===== src/rtl/change_dispenser.sv =====
// change_dispenser
//   Pays out a credit balance as coins. On an accepted start the amount is
//   latched and coins are issued one at a time, greedy and largest
//   denomination first, to a hopper over a valid/ack handshake. A stock count
//   is kept per denomination. A shortfall (no eligible coin left while a
//   balance remains) and a hopper ack timeout are both reported.
//
// Ports
//   clk          clock
//   rst          asynchronous reset, active low
//   start_i      one-cycle payout request, sampled only in IDLE
//   amount_i     balance to pay, latched on an accepted start
//   refill_i     reload every stock to INIT_STOCK, honoured only in IDLE
//   coin_ack_i   hopper has released the presented coin
//   coin_valid_o coin request to the hopper
//   coin_type_o  denomination index 0..3, stable while coin_valid_o is high
//   busy_o       high in every state except IDLE
//   done_o       one-cycle completion pulse
//   short_o      last payout stopped with a balance left because stock ran out
//   fault_o      last payout aborted on an ack timeout
//   remaining_o  unpaid balance
//   stock_o      stock counts {stock3, stock2, stock1, stock0}
//
// State table
//   state   | meaning
//   IDLE    | waiting for start or refill
//   SELECT  | pick the largest affordable denomination that is in stock
//   ISSUE   | coin presented to the hopper, waiting for ack or timeout
//   GAP     | idle spacing after an acked coin
//   DONE    | one-cycle completion pulse

module change_dispenser #(
  parameter int DENOM0      = 1,
  parameter int DENOM1      = 5,
  parameter int DENOM2      = 10,
  parameter int DENOM3      = 20,
  parameter int STOCK_W     = 6,
  parameter int INIT_STOCK  = 8,
  parameter int GAP_CYCLES  = 4,
  parameter int ACK_TIMEOUT = 1000
) (
  input  logic                 clk,
  input  logic                 rst,
  input  logic                 start_i,
  input  logic [7:0]           amount_i,
  input  logic                 refill_i,
  input  logic                 coin_ack_i,
  output logic                 coin_valid_o,
  output logic [1:0]           coin_type_o,
  output logic                 busy_o,
  output logic                 done_o,
  output logic                 short_o,
  output logic                 fault_o,
  output logic [7:0]           remaining_o,
  output logic [4*STOCK_W-1:0] stock_o
);

  localparam int TMO_W = $clog2(ACK_TIMEOUT + 1);
  localparam int GAP_W = $clog2(GAP_CYCLES + 1);

  localparam logic [TMO_W-1:0]   TMO_LAST   = TMO_W'(ACK_TIMEOUT - 1);
  localparam logic [GAP_W-1:0]   GAP_LOAD   = GAP_W'(GAP_CYCLES - 1);
  localparam logic [STOCK_W-1:0] STOCK_INIT = STOCK_W'(INIT_STOCK);

  typedef enum logic [2:0] {
    S_IDLE,
    S_SELECT,
    S_ISSUE,
    S_GAP,
    S_DONE
  } state_t;

  state_t             state_q, state_d;
  logic [7:0]         remaining_q, remaining_d;
  logic [1:0]         coin_type_q, coin_type_d;
  logic               short_q, short_d;
  logic               fault_q, fault_d;
  logic [TMO_W-1:0]   tmo_q, tmo_d;
  logic [GAP_W-1:0]   gap_q, gap_d;
  logic [STOCK_W-1:0] stock_q [4];
  logic [STOCK_W-1:0] stock_d [4];

  logic               sel_found;
  logic [1:0]         sel_k;

  function automatic logic [7:0] denom_of(input logic [1:0] k);
    logic [7:0] v;
    v = 8'(DENOM0);
    case (k)
      2'd0: v = 8'(DENOM0);
      2'd1: v = 8'(DENOM1);
      2'd2: v = 8'(DENOM2);
      2'd3: v = 8'(DENOM3);
      default: v = 8'(DENOM0);
    endcase
    return v;
  endfunction

  // Ascending scan: a later (larger) eligible denomination overrides an
  // earlier one, so the result is the highest affordable type in stock.
  always_comb begin
    sel_found = 1'b0;
    sel_k     = 2'd0;
    for (int k = 0; k < 4; k++) begin
      if ((denom_of(2'(k)) <= remaining_q) && (stock_q[k] != '0)) begin
        sel_found = 1'b1;
        sel_k     = 2'(k);
      end
    end
  end

  always_ff @(posedge clk or negedge rst) begin
    if (!rst) begin
      state_q     <= S_IDLE;
      remaining_q <= 8'd0;
      coin_type_q <= 2'd0;
      short_q     <= 1'b0;
      fault_q     <= 1'b0;
      tmo_q       <= '0;
      gap_q       <= '0;
      for (int k = 0; k < 4; k++) begin
        stock_q[k] <= STOCK_INIT;
      end
    end else begin
      state_q     <= state_d;
      remaining_q <= remaining_d;
      coin_type_q <= coin_type_d;
      short_q     <= short_d;
      fault_q     <= fault_d;
      tmo_q       <= tmo_d;
      gap_q       <= gap_d;
      stock_q     <= stock_d;
    end
  end

  always_comb begin
    state_d     = state_q;
    remaining_d = remaining_q;
    coin_type_d = coin_type_q;
    short_d     = short_q;
    fault_d     = fault_q;
    tmo_d       = tmo_q;
    gap_d       = gap_q;
    stock_d     = stock_q;

    case (state_q)
      S_IDLE: begin
        // start has priority; a simultaneous refill is dropped.
        if (start_i) begin
          remaining_d = amount_i;
          short_d     = 1'b0;
          fault_d     = 1'b0;
          state_d     = S_SELECT;
        end else if (refill_i) begin
          for (int k = 0; k < 4; k++) begin
            stock_d[k] = STOCK_INIT;
          end
        end
      end

      S_SELECT: begin
        tmo_d = '0;
        if (remaining_q == 8'd0) begin
          state_d = S_DONE;
        end else if (sel_found) begin
          coin_type_d = sel_k;
          state_d     = S_ISSUE;
        end else begin
          short_d = 1'b1;
          state_d = S_DONE;
        end
      end

      S_ISSUE: begin
        if (coin_ack_i) begin
          // Selection guaranteed denom <= remaining and stock > 0, so
          // neither subtraction can wrap.
          remaining_d          = remaining_q - denom_of(coin_type_q);
          stock_d[coin_type_q] = stock_q[coin_type_q] - STOCK_W'(1);
          tmo_d                = '0;
          gap_d                = GAP_LOAD;
          state_d              = S_GAP;
        end else if (tmo_q == TMO_LAST) begin
          // ACK_TIMEOUT cycles presented without an ack.
          fault_d = 1'b1;
          tmo_d   = '0;
          state_d = S_DONE;
        end else begin
          tmo_d = tmo_q + TMO_W'(1);
        end
      end

      S_GAP: begin
        if (gap_q == '0) begin
          state_d = S_SELECT;
        end else begin
          gap_d = gap_q - GAP_W'(1);
        end
      end

      S_DONE: begin
        state_d = S_IDLE;
      end

      default: begin
        state_d = S_IDLE;
      end
    endcase
  end

  assign coin_valid_o = (state_q == S_ISSUE);
  assign coin_type_o  = coin_type_q;
  assign busy_o       = (state_q != S_IDLE);
  assign done_o       = (state_q == S_DONE);
  assign short_o      = short_q;
  assign fault_o      = fault_q;
  assign remaining_o  = remaining_q;
  assign stock_o      = {stock_q[3], stock_q[2], stock_q[1], stock_q[0]};

endmodule


===== config.mk =====
export PLATFORM = sky130hd
export DESIGN_NAME = change_dispenser
export DESIGN_NICKNAME = d
export VERILOG_FILES = /design/src/rtl/change_dispenser.sv
export SDC_FILE = /design/constraint.sdc
export NUM_CORES = 1
export LEC_CHECK = 0
export ABC_CLOCK_PERIOD_IN_PS = 5530
export CAP_MARGIN = 40
export CORE_MARGIN = 1.5
export CORE_UTILIZATION = 55
export CTS_CLUSTER_DIAMETER = 60
export DETAILED_ROUTE_END_ITERATION = 8
export GPL_TIMING_DRIVEN = 0
export PLACE_DENSITY = 0.95
export SYNTH_ARGS = -nofsm -noshare
export SYNTH_HDL_FRONTEND = slang
export SYNTH_SLANG_ARGS = --single-unit

===== constraint.sdc =====
create_clock -name clk -period 5.53 [get_ports clk]
set_input_delay 1.106 -clock clk [delete_from_list [all_inputs] [get_ports clk]]
set_output_delay 1.106 -clock clk [all_outputs]
set_load 0.005 [all_outputs]

* Yosys cells after proc, flatten, opt, wreduce, memory -nomap -nowiden *
Index checks and enable logic that the tools add are counted.

storage, ports and cells
  memories kept = 0
  word-level logic and storage cells = 110
  ROM bits = 0
  RAM bits = 0
  input port bits = 13
  output and inout bits = 39
  latch bits = 0
  register bits = 52

operators by class
  add/sub/neg operators = 4
  magnitude comparators = 6
  multipliers = 0
  shift-type cells = 0
  bitwise operators = 2
  equality and inequality tests = 19
  reductions and logical operators = 25
  mux-type cells = 43
  divide/modulo/power cells = 0

operators by type and width
  cell                                                count
  2-to-1 mux 24 bit                                   3
  case mux 24 bit (2 select lines)                    1
  2-to-1 mux 8 bit                                    4
  case mux 8 bit (4 select lines)                     1
  bitwise mux 24 bit                                  1
  2-to-1 mux 3 bit                                    8
  nonzero test 6 bit                                  4
  2-to-1 mux 10 bit                                   2
  case mux 10 bit (2 select lines)                    1
  2-to-1 mux 6 bit                                    3
  inequality test 2 bit, second input constant        9
  case mux 8 bit (2 select lines)                     1
  binary-select mux 6 bit (select 2 bit)              1
  demux 6 bit (select 2 bit)                          1
  case mux 3 bit (4 select lines)                     1
  AND reduction 3 bit                                 4
  AND reduction 4 bit                                 3
  adder 10 x 1 -> 10 bit, second input constant       1
  equality test 10 bit, second input constant         1
  2-to-1 mux 1 bit                                    10
  <= comparator 1 x 8 -> 1 bit, first input constant  1
  <= comparator 3 x 8 -> 1 bit, first input constant  1
  <= comparator 4 x 8 -> 1 bit, first input constant  1
  <= comparator 5 x 8 -> 1 bit, first input constant  1
  other kinds (23)                                    35

* Logic depth before layout (Yosys ltp) *
Gate-level depths: netlist of run 1.

  depth after elaboration = 9
  mapped depth = 10
  gate-level depth less buffers = 9

* Least setup slack after synthesis of run 1 *
OpenSTA, ideal clock, no wires.

  path type = in2reg
  from = input coin_ack_i
  to = register tmo_q[7]
  buffers on the path = 1
  arrival time = 2.114 ns
  path slack = 3.320 ns
  stages on the path = 6
  cell sequence = nor4b_2 > o31ai_1 > clkbuf_1 > a31oi_1 > o21ai_0 > o31ai_1

on the way
  word-level cells in the longest chain between the ends = 2

ends and longest elaborated chain
  item                              RTL line  text
  start: declaration                47        input logic coin_ack_i,
  2-to-1 mux 10 bit                 175       if (coin_ack_i) begin
  case mux 10 bit (2 select lines)  146       case (state_q)
  end signal: assignment            130       tmo_q <= tmo_d;
  end: declaration                  78        logic [TMO_W-1:0] tmo_q, tmo_d;

Every way passes these cells.
A chain may end at the register's enable or synchronous reset.

* Worst setup path after layout of run 1 *
  from = register state_q[2]
  to = output busy_o

on the way
  word-level cells in the longest chain between the ends = 1

ends and longest elaborated chain
  item                      RTL line  text
  start: declaration        73        state_t state_q, state_d;
  start signal: assignment  125       state_q <= state_d;
  nonzero test 3 bit        213       assign busy_o = (state_q != S_IDLE);
  end: declaration          50        output logic busy_o,

Every way passes these cells.

==> impl_summary.log, run 1 <==
[metrics] Clock Tree Root: sky130_fd_sc_hd__clkbuf_8
[metrics] area delta synth->final: 23.36%
[metrics] first-pass GRT wire length: 12,740 um
[metrics] Final Slew Violations: 0
[metrics] ANT cells: 0
[metrics] buffers inserted by post-CTS timing repair: 0
[metrics] TritonCTS Buffers: 5
[metrics] Reg-to-Reg End: remaining_o[5]
[metrics] CP Cell Sequence: buf_2 -> nor3_1 -> inv_1 -> clkdlybuf4s50_1
[metrics] Clock Skews: around 10 ps
[metrics] Hold-fix buffers, CTS: 0
[metrics] Clk pwr share: between 10 and 15%
[metrics] buffering stage count on the worst path with inverters included: 3
[metrics] Routed wire per std cell: ~17 um
[metrics] maximum number of pins on one net before global-route repair: 35
[metrics] post_cts resized: 0
[metrics] DRC violations left: 0
[metrics] Largest delay share family, worst path: buffers and inverters
[metrics] worst reg2reg path depth: 9
[metrics] Placed Area: 3618 um2
[metrics] power density over cell area: slightly below 600 nW/um2
[metrics] maximum fanout encountered on the critical timing path: 10
[metrics] CTS HTree Levels: 2
[metrics] R2R Path Start: coin_type_o[0]
[metrics] netlist area before placement: 3005 um2
[metrics] min Tclk post-route: 2961 ps
[metrics] post-layout net count: around 400
[metrics] run status: finished, final reports clean
[metrics] First-pass DRT Iterations: 5
[metrics] delay of the slowest cell on the worst path: around 470 ps
[metrics] Tcrit/Tclk final: around 54%
[metrics] GR Util All Layers: between 20% and 30%
[metrics] area of the die: around 5900 um2
[metrics] share of power burned in combinational logic: 58.3%
[metrics] Hold Crit Class: register to register
[metrics] arrival time of data at the critical path endpoint: ~1900 ps
[metrics] sequential share of the synthesized area: 43.46%
[metrics] Critical path destination: busy_o
[metrics] total number of vias: 2,915
[metrics] Die H: 76.92 um
[metrics] unrepaired setup endpoints after global routing: no
[metrics] Overflow after GRT: 0
[metrics] Worst-path clk slew: 90 ps
[metrics] area share of the largest cell type after synthesis: 39.97%
[metrics] number of port buffers: 51
[metrics] switching fraction of total power: 44.84%
[metrics] dominant cells by area after synthesis: sky130_fd_sc_hd__dfrtp_1, sky130_fd_sc_hd__o21ai_0, sky130_fd_sc_hd__nand3_1
[metrics] detailed-placement wirelength estimate: around 5800 um
[metrics] setup tns final: 0 ps
[metrics] register-to-register setup slack: 3160 ps
[metrics] data required time of the worst path: 4420 ps
[metrics] relative contribution of sequential cells to total power: 31.6%
[metrics] async set or reset register ratio after synthesis: 100.0%
[metrics] final routed wirelength across all metal layers: 7787 um
[metrics] Critical Path Source Type: register
[metrics] # clock sinks: 52
[metrics] Worst slew margin: approximately 54%
[metrics] most frequently used flop master after synthesis: sky130_fd_sc_hd__dfrtp_1
[metrics] vias per cell: approximately 6.4
[metrics] net count after synthesis: 349
[metrics] final estimated routing congestion in global placement: just under 1
[metrics] initial antenna violation count: 0
[metrics] reported net switching power: between 0.0009 and 0.001 W
[metrics] Worst Max-Slew Pin Slew: 678.9 ps
[metrics] Std-Cell Core Area: 5172 um2
[metrics] # setup viols final: 0
[metrics] EDFF count, synth: 0
[metrics] fraction of final layout cells sized beyond drive strength 1: 8.031%
[metrics] average cell area after synthesis: 9.219 um2
[metrics] synthesized flop and latch total: 52
[metrics] Fin. Hold Viols: 0
[metrics] master of the slowest instance on the critical path: sky130_fd_sc_hd__clkdlybuf4s50_1
[metrics] die boundary width: 76.92 um
[metrics] maximum vdd ir drop: 298.5 uV
[metrics] clk_lat worst skew: 310 ps
[metrics] clock tree from TritonCTS: done
[metrics] post-layout power: ~0.0022 W
[metrics] count of routing violations after the opening detailed-route iteration: 316
[metrics] post-route ant nets: 0
[metrics] Pleak: 1.533 nW
[metrics] Yosys cell types: 56
[metrics] crit path capture type: primary output
[metrics] starting density of the core: 58.10%
[metrics] Critical Path Stages: 4
[metrics] number of global-route vias before repair: 2,613
[metrics] Max clock buf depth: 2
[metrics] max capacitance violation total: 0
[metrics] Mapped Cells: between 300 and 400
[metrics] Std-Cell Rows: 26
[metrics] cell-internal power: 0.001197 W
[metrics] synthesis warning total: 0
[metrics] timing startpoint of the critical path: state_q[2]
[metrics] category of the most critical setup path: register to primary output
[metrics] Achievable Freq: around 340 MHz
[metrics] final instance area: 3707 um2
[metrics] Synth area leader: sky130_fd_sc_hd__dfrtp_1
[metrics] number of top-level design ports: 52
[layer usage]
metal / up-vias / global-route usage, % / routed length [um]
li1: 1322 / - / -
met4: 0 / 8.889 / 169
met3: 20 / 3.690 / 604
met1: 1387 / 37.14 / 3152
met5: - / 0 / 0
met2: 186 / 43.81 / 3860
[cell usage in the layout, fill, tap and decap left out, types with 5 or more instances in the layout]
| master | instances |
|---|---|
| sky130_fd_sc_hd__nor2_1 | 26 |
| sky130_fd_sc_hd__o21ai_1 | 13 |
| sky130_fd_sc_hd__nand4_1 | 7 |
| sky130_fd_sc_hd__a21oi_1 | 12 |
| sky130_fd_sc_hd__clkbuf_1 | 9 |
| sky130_fd_sc_hd__clkbuf_8 | 5 |
| sky130_fd_sc_hd__ha_1 | 9 |
| sky130_fd_sc_hd__and3_1 | 5 |
| sky130_fd_sc_hd__clkdlybuf4s50_1 | 50 |
| sky130_fd_sc_hd__nor3_1 | 10 |
| sky130_fd_sc_hd__nand3_1 | 31 |
| sky130_fd_sc_hd__nand2_1 | 26 |
| sky130_fd_sc_hd__inv_1 | 15 |
| sky130_fd_sc_hd__o21ai_0 | 37 |
| sky130_fd_sc_hd__xnor2_1 | 5 |
| sky130_fd_sc_hd__dfrtp_1 | 48 |
[power by group through the flow]
stage / logic [W] / clock network (W) / registers [W]
2_1_floorplan: 0.000798 / 0 / 0.000655
3_3_place_gp: 0.00119 / 0 / 0.000677
3_5_place_dp: 0.00124 / 0 / 0.000687
4_1_cts: 0.00125 / 0.000220 / 0.000680
5_1_grt: 0.00138 / 0.000238 / 0.000704
6_report: 0.00127 / 0.000219 / 0.000687
[layout make-up]
cell class	count	area [um2]
multi-input cells	245	1579
clock buffers	6	72.57
fillers	363	1465
clock inverters	2	16.27
well taps	70	87.58
plain buffers	13	60.06
inverters	16	60.06
flip-flops and latches	52	1306
repair buffers	52	525.5
[sequential cells by signal (all words and copies together), names as in the netlist]
name,cells
short_o,1
state_q,3
gap_q,3
remaining_o,8
fault_o,1
tmo_q,10
coin_type_o,2
stock_o,24
[worst reg2reg max path: cells and delay by family (launching register included)]
family,cells,cell delay (ps)
flip-flops,1,420
adder cells (fa/ha/maj),1,270
AND/OR/NAND/NOR,3,500
buffers and inverters,2,350
AO/OA/AOI/OAI,3,740
[cell usage after synthesis, types with 2 or more instances]
master and n:
sky130_fd_sc_hd__a211oi_1 2, sky130_fd_sc_hd__o21a_1 4, sky130_fd_sc_hd__and3_1 5, sky130_fd_sc_hd__nand2_1 26, sky130_fd_sc_hd__a31oi_1 2, sky130_fd_sc_hd__nor4_1 4
sky130_fd_sc_hd__nand4_1 7, sky130_fd_sc_hd__buf_2 3, sky130_fd_sc_hd__nor2_1 26, sky130_fd_sc_hd__a211o_1 2, sky130_fd_sc_hd__nand3_1 31, sky130_fd_sc_hd__o211ai_1 3
sky130_fd_sc_hd__ha_1 9, sky130_fd_sc_hd__nor3_1 10, sky130_fd_sc_hd__o22ai_1 2, sky130_fd_sc_hd__inv_1 15, sky130_fd_sc_hd__a21oi_1 12, sky130_fd_sc_hd__mux4_2 4
sky130_fd_sc_hd__dfrtp_1 48, sky130_fd_sc_hd__xnor2_1 5, sky130_fd_sc_hd__or3_1 3, sky130_fd_sc_hd__o21ai_0 37, sky130_fd_sc_hd__dfstp_2 4, sky130_fd_sc_hd__nor2b_1 4
sky130_fd_sc_hd__o21ai_1 13, sky130_fd_sc_hd__mux4_1 2, sky130_fd_sc_hd__o31ai_1 4, sky130_fd_sc_hd__nand2b_1 3, sky130_fd_sc_hd__clkbuf_1 8, sky130_fd_sc_hd__nor3_2 2
[stage by stage]
step           hold WS, ps  utilization (%)  worst slack, ps  cells
2_1_floorplan        439.6                -             3320    326
3_3_place_gp         457.4            69.67             1882    447
3_5_place_dp         476.9            69.96             2494    448
4_1_cts              492.6            71.67             2566    456
5_1_grt              537.1            71.67             2479    456
6_report             489.0            71.67             2569    456
[how the worst min path moves through the flow]
stage | end | cells after the start | startpoint
2_1_floorplan | gap_q[0] | 1 | gap_q[0]
3_3_place_gp | gap_q[0] | 1 | gap_q[0]
3_5_place_dp | fault_o | 2 | fault_o
4_1_cts | gap_q[0] | 1 | gap_q[0]
5_1_grt | tmo_q[7] | 1 | tmo_q[7]
6_report | gap_q[0] | 1 | gap_q[0]
[cell families (layout without fill, tap and decap cells)]
logic type | count (synthesis) | in the layout | share of synthesized area (%)
muxes | 7 | 7 | 5.079
xor gates and xnor gates | 6 | 6 | 1.749
buffers and inverters | 29 | 89 | 3.996
adders and majority gates | 10 | 10 | 4.413
DFF | 52 | 52 | 43.46
and+or+nand+nor | 132 | 132 | 23.02
AOI/OAI and AO/OA | 90 | 90 | 18.28
Note: power is estimated with default switching activity, not from simulation.
==> inputs of run 2 (changes only) <==
==> config.mk (replaced) <==
export PLATFORM = sky130hd
export DESIGN_NAME = change_dispenser
export DESIGN_NICKNAME = d
export VERILOG_FILES = /design/src/rtl/change_dispenser.sv
export SDC_FILE = /design/constraint.sdc
export NUM_CORES = 1
export LEC_CHECK = 0
export ABC_CLOCK_PERIOD_IN_PS = 2950
export CAP_MARGIN = 40
export CORE_MARGIN = 1.5
export CORE_UTILIZATION = 53
export CTS_CLUSTER_DIAMETER = 60
export DETAILED_ROUTE_END_ITERATION = 8
export GPL_TIMING_DRIVEN = 0
export PLACE_DENSITY = 0.92
export SYNTH_ARGS = -nofsm -noshare
export SYNTH_HDL_FRONTEND = slang
export SYNTH_SLANG_ARGS = --single-unit
==> constraint.sdc (replaced) <==
create_clock -name clk -period 2.95 [get_ports clk]
set_input_delay 0.59 -clock clk [delete_from_list [all_inputs] [get_ports clk]]
set_output_delay 0.59 -clock clk [all_outputs]
set_load 0.005 [all_outputs]
==> run 2 against run 1 <==
Net effect: first-iteration DRC count is 14% lower; cell count is 0.44% higher; combinational power is 87% higher; highest routed layer unchanged.
==> impl_summary.log, run 2 (synthesis results as in run 1) <==
[metrics] min Tclk post-route: roughly 2400 ps
[metrics] post_cts resized: 0
[metrics] number of top-level design ports: 52
[metrics] starting density of the core: about 55%
[metrics] Pleak: 1.537 nW
[metrics] run status: finished, final reports clean
[metrics] buffers inserted by post-CTS timing repair: 0
[metrics] Max clock buf depth: 2
[metrics] die boundary width: between 70 and 80 um
[metrics] area delta synth->final: 23.36%
[metrics] First-pass DRT Iterations: 5
[metrics] Tcrit/Tclk final: 82.45%
[metrics] Largest delay share family, worst path: buffers and inverters
[metrics] post-layout net count: 408
[metrics] DRC violations left: 0
[metrics] maximum vdd ir drop: 420.4 uV
[metrics] post-layout power: 0.004059 W
[metrics] GR Util All Layers: 25.94%
[metrics] Die H: 78.30 um
[metrics] final estimated routing congestion in global placement: 0.9636
[metrics] Fin. Hold Viols: 0
[metrics] initial antenna violation count: 0
[metrics] ANT cells: 0
[metrics] buffering stage count on the worst path with inverters included: 3
[metrics] Worst slew margin: 49.24%
[metrics] maximum number of pins on one net before global-route repair: 33
[metrics] crit path capture type: primary output
[metrics] Achievable Freq: 411.1 MHz
[metrics] Reg-to-Reg End: remaining_o[4]
[metrics] Clock Skews: 12.13 ps
[metrics] delay of the slowest cell on the worst path: around 470 ps
[metrics] Worst-path clk slew: approximately 90 ps
[metrics] Critical Path Stages: 4
[metrics] total number of vias: 2,836
[metrics] fraction of final layout cells sized beyond drive strength 1: 8.031%
[metrics] unrepaired setup endpoints after global routing: no
[metrics] category of the most critical setup path: register to primary output
[metrics] Hold-fix buffers, CTS: 0
[metrics] # setup viols final: 0
[metrics] first-pass GRT wire length: 12,520 um
[metrics] Std-Cell Core Area: 5473 um2
[metrics] final routed wirelength across all metal layers: 7690 um
[metrics] power density over cell area: between 1000 and 1500 nW/um2
[metrics] Critical Path Source Type: register
[metrics] CTS HTree Levels: 2
[metrics] # clock sinks: 52
[metrics] Hold Crit Class: input port to async pin
[metrics] number of port buffers: 51
[metrics] Overflow after GRT: 0
[metrics] commonest non-fill, non-tap cell in the layout: sky130_fd_sc_hd__clkdlybuf4s50_1
[metrics] maximum fanout encountered on the critical timing path: 10
[metrics] area of the die: 6131 um2
[metrics] max capacitance violation total: 0
[metrics] most frequent cells in the layout: sky130_fd_sc_hd__clkdlybuf4s50_1, sky130_fd_sc_hd__dfrtp_1, sky130_fd_sc_hd__o21ai_0
[metrics] CP Cell Sequence: buf_2 -> nor3_1 -> inv_1 -> clkdlybuf4s50_1
[metrics] master of the slowest instance on the critical path: sky130_fd_sc_hd__clkdlybuf4s50_1
[metrics] register area: 1306 um2
[metrics] Routed wire per std cell: 16.79 um
[metrics] worst reg2reg path depth: 10
[metrics] data required time of the worst path: 2360 ps
[metrics] number of fill cells: 439
[metrics] TritonCTS Buffers: 5
[metrics] worst hold slack after final layout: approximately 250 ps
[metrics] clk_lat worst skew: 310 ps
[metrics] multi-input gate area in the final layout: 1579 um2
[metrics] number of global-route vias before repair: 2,711
[metrics] Worst Max-Slew Pin Slew: 759.4 ps
[metrics] detailed-placement wirelength estimate: 5606 um
[metrics] vias per cell: 6.192
[metrics] Std-Cell Rows: 27
[metrics] count of routing violations after the opening detailed-route iteration: 273
[metrics] clock tree from TritonCTS: done
[metrics] arrival time of data at the critical path endpoint: 1840 ps
[metrics] Largest register FFs: 24
[metrics] register-to-register setup slack: ~670 ps
[metrics] post-route ant nets: 0
[metrics] R2R Path Start: coin_type_o[0]
[metrics] Clock Tree Root: sky130_fd_sc_hd__clkbuf_8
[metrics] Final Slew Violations: 0
[run 2: cell types whose count changed in the layout (fill, tap and decap cells not counted), sizes merged]
cell      before  now
clkinvlp       1    0
inv           16   17
[run 2: report_power, final]
group	leakage, nW	switching, W	internal, W
Clock	0.0456	0.000240	0.000170
Combinational	0.830	0.00127	0.00110
Sequential	0.661	0.000304	0.000978
[run 2: worst reg2reg max path: stages (launching register included)]
cell and delay, ps:
sky130_fd_sc_hd__dfrtp_1 390, sky130_fd_sc_hd__buf_2 260, sky130_fd_sc_hd__inv_1 130, sky130_fd_sc_hd__nand2_1 120, sky130_fd_sc_hd__inv_1 90, sky130_fd_sc_hd__fa_1 410
sky130_fd_sc_hd__nor2b_1 160, sky130_fd_sc_hd__o21a_1 160, sky130_fd_sc_hd__nor3_1 40, sky130_fd_sc_hd__or3_1 310, sky130_fd_sc_hd__a21oi_1 140
[run 2: cell type report]
class                   count  share of cell area, %
clock inverters             2                 0.3712
clock buffers               6                  1.957
multi-input cells         245                  42.59
well taps                  72                  2.430
plain buffers              13                  1.620
flip-flops and latches     52                  35.23
repair buffers             52                  14.17
inverters                  16                  1.620
[run 2: metrics by stage]
step / cell area [um2] / util, % / TNS [ps] / setup slack (ps) / instances
finish: 3707 / 67.74 / 0 / 517.7 / 458
global route: 3707 / 67.74 / 0 / 385.1 / 458
CTS: 3707 / 67.74 / 0 / 518.7 / 458
detailed placement: 3621 / 66.16 / 0 / 447.0 / 450
global placement: 3606 / 65.89 / -7537 / -159.1 / 449
floorplan: 3005 / - / 0 / 924.4 / 326
[run 2: routing by layer]
layer,share of wire (%),track usage (%),vias up
met5,0,0,-
met4,1.8,7.679,0
met3,6.4,3.721,16
met2,51,45.83,139
met1,41,33.00,1367
li1,-,-,1314
[run 2: worst max-delay path by stage]
stage / slack, ps / start / end
2_1_floorplan: 920 / coin_type_o[0] / remaining_o[6]
3_3_place_gp: -160 / rst / tmo_q[8]
3_5_place_dp: 450 / coin_ack_i / tmo_q[4]
4_1_cts: 520 / state_q[2] / busy_o
5_1_grt: 390 / state_q[2] / busy_o
6_report: 520 / state_q[2] / busy_o
==> inputs of run 3 (changes only) <==
==> config.mk (replaced) <==
export PLATFORM = sky130hd
export DESIGN_NAME = change_dispenser
export DESIGN_NICKNAME = d
export VERILOG_FILES = /design/src/rtl/change_dispenser.sv
export SDC_FILE = /design/constraint.sdc
export NUM_CORES = 1
export LEC_CHECK = 0
export ABC_CLOCK_PERIOD_IN_PS = 2200
export CAP_MARGIN = 40
export CORE_MARGIN = 1.5
export CORE_UTILIZATION = 48
export CTS_CLUSTER_DIAMETER = 60
export DETAILED_ROUTE_END_ITERATION = 8
export GPL_TIMING_DRIVEN = 0
export PLACE_DENSITY = 0.88
export SYNTH_ARGS = -nofsm -noshare
export SYNTH_HDL_FRONTEND = slang
export SYNTH_SLANG_ARGS = --single-unit
==> constraint.sdc (replaced) <==
create_clock -name clk -period 2.2 [get_ports clk]
set_input_delay 0.44 -clock clk [delete_from_list [all_inputs] [get_ports clk]]
set_output_delay 0.44 -clock clk [all_outputs]
set_load 0.005 [all_outputs]
==> run 3 against run 2 <==
Net effect: critical path depth unchanged; routed wire length up 4.9%; clock power up 63%; core utilization down 3.5 points; via count up 2.1%; power up 43%; hold slack worse by 170 ps; cell area up 3.8%; non-clock buffer count up 7; sequential power up 36%.
==> impl_summary.log, run 3 (synthesis results as in run 1) <==
[metrics] # setup viols final: 0
[metrics] delay of the slowest cell on the worst path: between 400 and 500 ps
[metrics] die boundary width: slightly above 80 um
[metrics] ANT cells: 0
[metrics] data required time of the worst path: between 1500 and 2000 ps
[metrics] initial antenna violation count: 0
[metrics] Reg-to-Reg End: stock_o[16]
[metrics] register-to-register setup slack: approximately 80 ps
[metrics] Fin. Hold Viols: 0
[metrics] number of top-level design ports: 52
[metrics] Worst slew margin: 48.61%
[metrics] maximum number of pins on one net before global-route repair: 34
[metrics] Std-Cell Core Area: 5991 um2
[metrics] number of port buffers: between 50 and 60
[metrics] Tcrit/Tclk final: about 100%
[metrics] Overflow after GRT: 0
[metrics] DRC violations left: 0
[metrics] # clock sinks: 52
[metrics] number of global-route vias before repair: 2,648
[metrics] arrival time of data at the critical path endpoint: 1750 ps
[metrics] maximum fanout encountered on the critical timing path: 10
[metrics] clk_lat worst skew: 310 ps
[metrics] unrepaired setup endpoints after global routing: yes
[metrics] Largest register FFs: 24
[metrics] Largest delay share family, worst path: buffers and inverters
[metrics] buffering stage count on the worst path with inverters included: 3
[metrics] Pleak: 1.599 nW
[metrics] Clock Skews: 10.66 ps
[metrics] R2R Path Start: coin_type_o[1]
[metrics] Hold-fix buffers, CTS: 0
[metrics] detailed-placement wirelength estimate: 5814 um
[metrics] starting density of the core: 50.17%
[metrics] Die H: 82.13 um
[metrics] count of routing violations after the opening detailed-route iteration: approximately 350
[metrics] category of the most critical setup path: register to primary output
[metrics] Achievable Freq: 455.9 MHz
[metrics] maximum vdd ir drop: 693.9 uV
[metrics] total number of vias: 2,896
[metrics] post-layout net count: 415
[metrics] commonest non-fill, non-tap cell in the layout: sky130_fd_sc_hd__clkdlybuf4s50_1
[metrics] max capacitance violation total: 0
[metrics] First-pass DRT Iterations: 5
[metrics] GR Util All Layers: 24.63%
[metrics] Std-Cell Rows: 28
[metrics] crit path capture type: primary output
[metrics] Clock Tree Root: sky130_fd_sc_hd__clkbuf_8
[metrics] power density over cell area: roughly 1500 nW/um2
[metrics] Critical Path Source Type: register
[metrics] clock tree from TritonCTS: done
[metrics] Worst-path clk slew: approximately 100 ps
[metrics] master of the slowest instance on the critical path: sky130_fd_sc_hd__clkdlybuf4s50_1
[metrics] Final Slew Violations: 0
[metrics] vias per cell: roughly 6.2
[metrics] fin util: 64.26%
[metrics] Hold Crit Class: input port to async pin
[metrics] Worst Max-Slew Pin Slew: between 700 and 800 ps
[metrics] first-pass GRT wire length: 12,770 um
[metrics] count of placed standard cells in the final layout, fillers left out: 468
[metrics] Routed wire per std cell: 17.24 um
[metrics] area delta synth->final: 28.10%
[metrics] post-route ant nets: 0
[metrics] area of the die: 6745 um2
[metrics] run status: finished, final reports clean
[metrics] fraction of final layout cells sized beyond drive strength 1: 13.49%
[metrics] CTS HTree Levels: 2
[metrics] final routed wirelength across all metal layers: 8067 um
[metrics] most frequent cells in the layout: sky130_fd_sc_hd__clkdlybuf4s50_1, sky130_fd_sc_hd__dfrtp_1, sky130_fd_sc_hd__o21ai_0
[metrics] CP Cell Sequence: buf_2 -> nor3_2 -> inv_1 -> clkdlybuf4s50_1
[metrics] worst hold slack after final layout: 76.45 ps
[metrics] min Tclk post-route: 2194 ps
[metrics] Max clock buf depth: 2
[metrics] setup tns final: 0 ps
[metrics] final estimated routing congestion in global placement: 0.9315
[metrics] TritonCTS Buffers: 5
[metrics] Critical Path Stages: 4
[metrics] number of fill cells: 451
[metrics] Placed Cells incl. Taps: 453
[metrics] worst reg2reg path depth: 8
run 3: changes by cell type in the layout (fill, tap and decap cells not counted), sizes merged:
cell,change
buf,+7
bufinv,+1
clkbuf,-1
clkinvlp,+1
inv,-1
run 3: metrics by stage:
stage          cell area [um2]  power (W)  setup slack [ps]
6_report                  3850   0.005824             6.490
5_1_grt                   3850   0.006219            -21.98
4_1_cts                   3751   0.005555             24.83
3_5_place_dp              3625   0.004846            -154.3
3_3_place_gp              3610   0.004701            -774.6
2_1_floorplan             3005   0.003654             174.4
run 3: final cells by class:
cell class	count	area (um2)	area share [%]
multi-input cells	245	1630	42.35
repair buffers	59	578.1	15.01
plain buffers	13	70.07	1.820
well taps	75	93.84	2.437
inverters	16	60.06	1.560
flip-flops and latches	52	1306	33.93
clock inverters	3	42.54	1.105
clock buffers	5	68.82	1.787
run 3: worst max-delay path by stage:
stage / endpoint / start
floorplan: remaining_o[6] / coin_type_o[0]
global placement: stock_o[7] / rst
detailed placement: tmo_q[7] / coin_ack_i
CTS: remaining_o[4] / coin_type_o[1]
global route: busy_o / state_q[2]
finish: busy_o / state_q[2]
run 3: worst register-to-register path: cells and delay by family (launching register included):
| kind | cells | cell delay, ps |
|---|---|---|
| AOI/OAI and AO/OA | 1 | 140 |
| muxes | 1 | 530 |
| xor gates and xnor gates | 1 | 230 |
| buffers and inverters | 3 | 340 |
| adders and majority gates | 1 | 170 |
| DFF | 1 | 370 |
| and+or+nand+nor | 1 | 210 |
run 3: repair_timing:
action | in CTS | in global routing
pin swaps | 0 | 2
gates cloned | 0 | 0
resized for setup | 3 | 18
setup buffers | 1 | 6
endpoints found under the setup margin | 6 | 23
run 3: report_power, final:
| part | internal (W) | leakage (nW) | switching, W |
|---|---|---|---|
| logic | 0.00161 | 0.883 | 0.00180 |
| clock network | 0.000337 | 0.0541 | 0.000331 |
| registers | 0.00131 | 0.661 | 0.000426 |
run 3: per-layer routing:
metal / routed length, um / track usage (%) / up-vias
met5: 0 / 0 / -
met2: 4049 / 40.82 / 149
met3: 541 / 3.407 / 17
li1: - / - / 1327
met1: 3331 / 33.52 / 1403
met4: 145 / 7.627 / 0
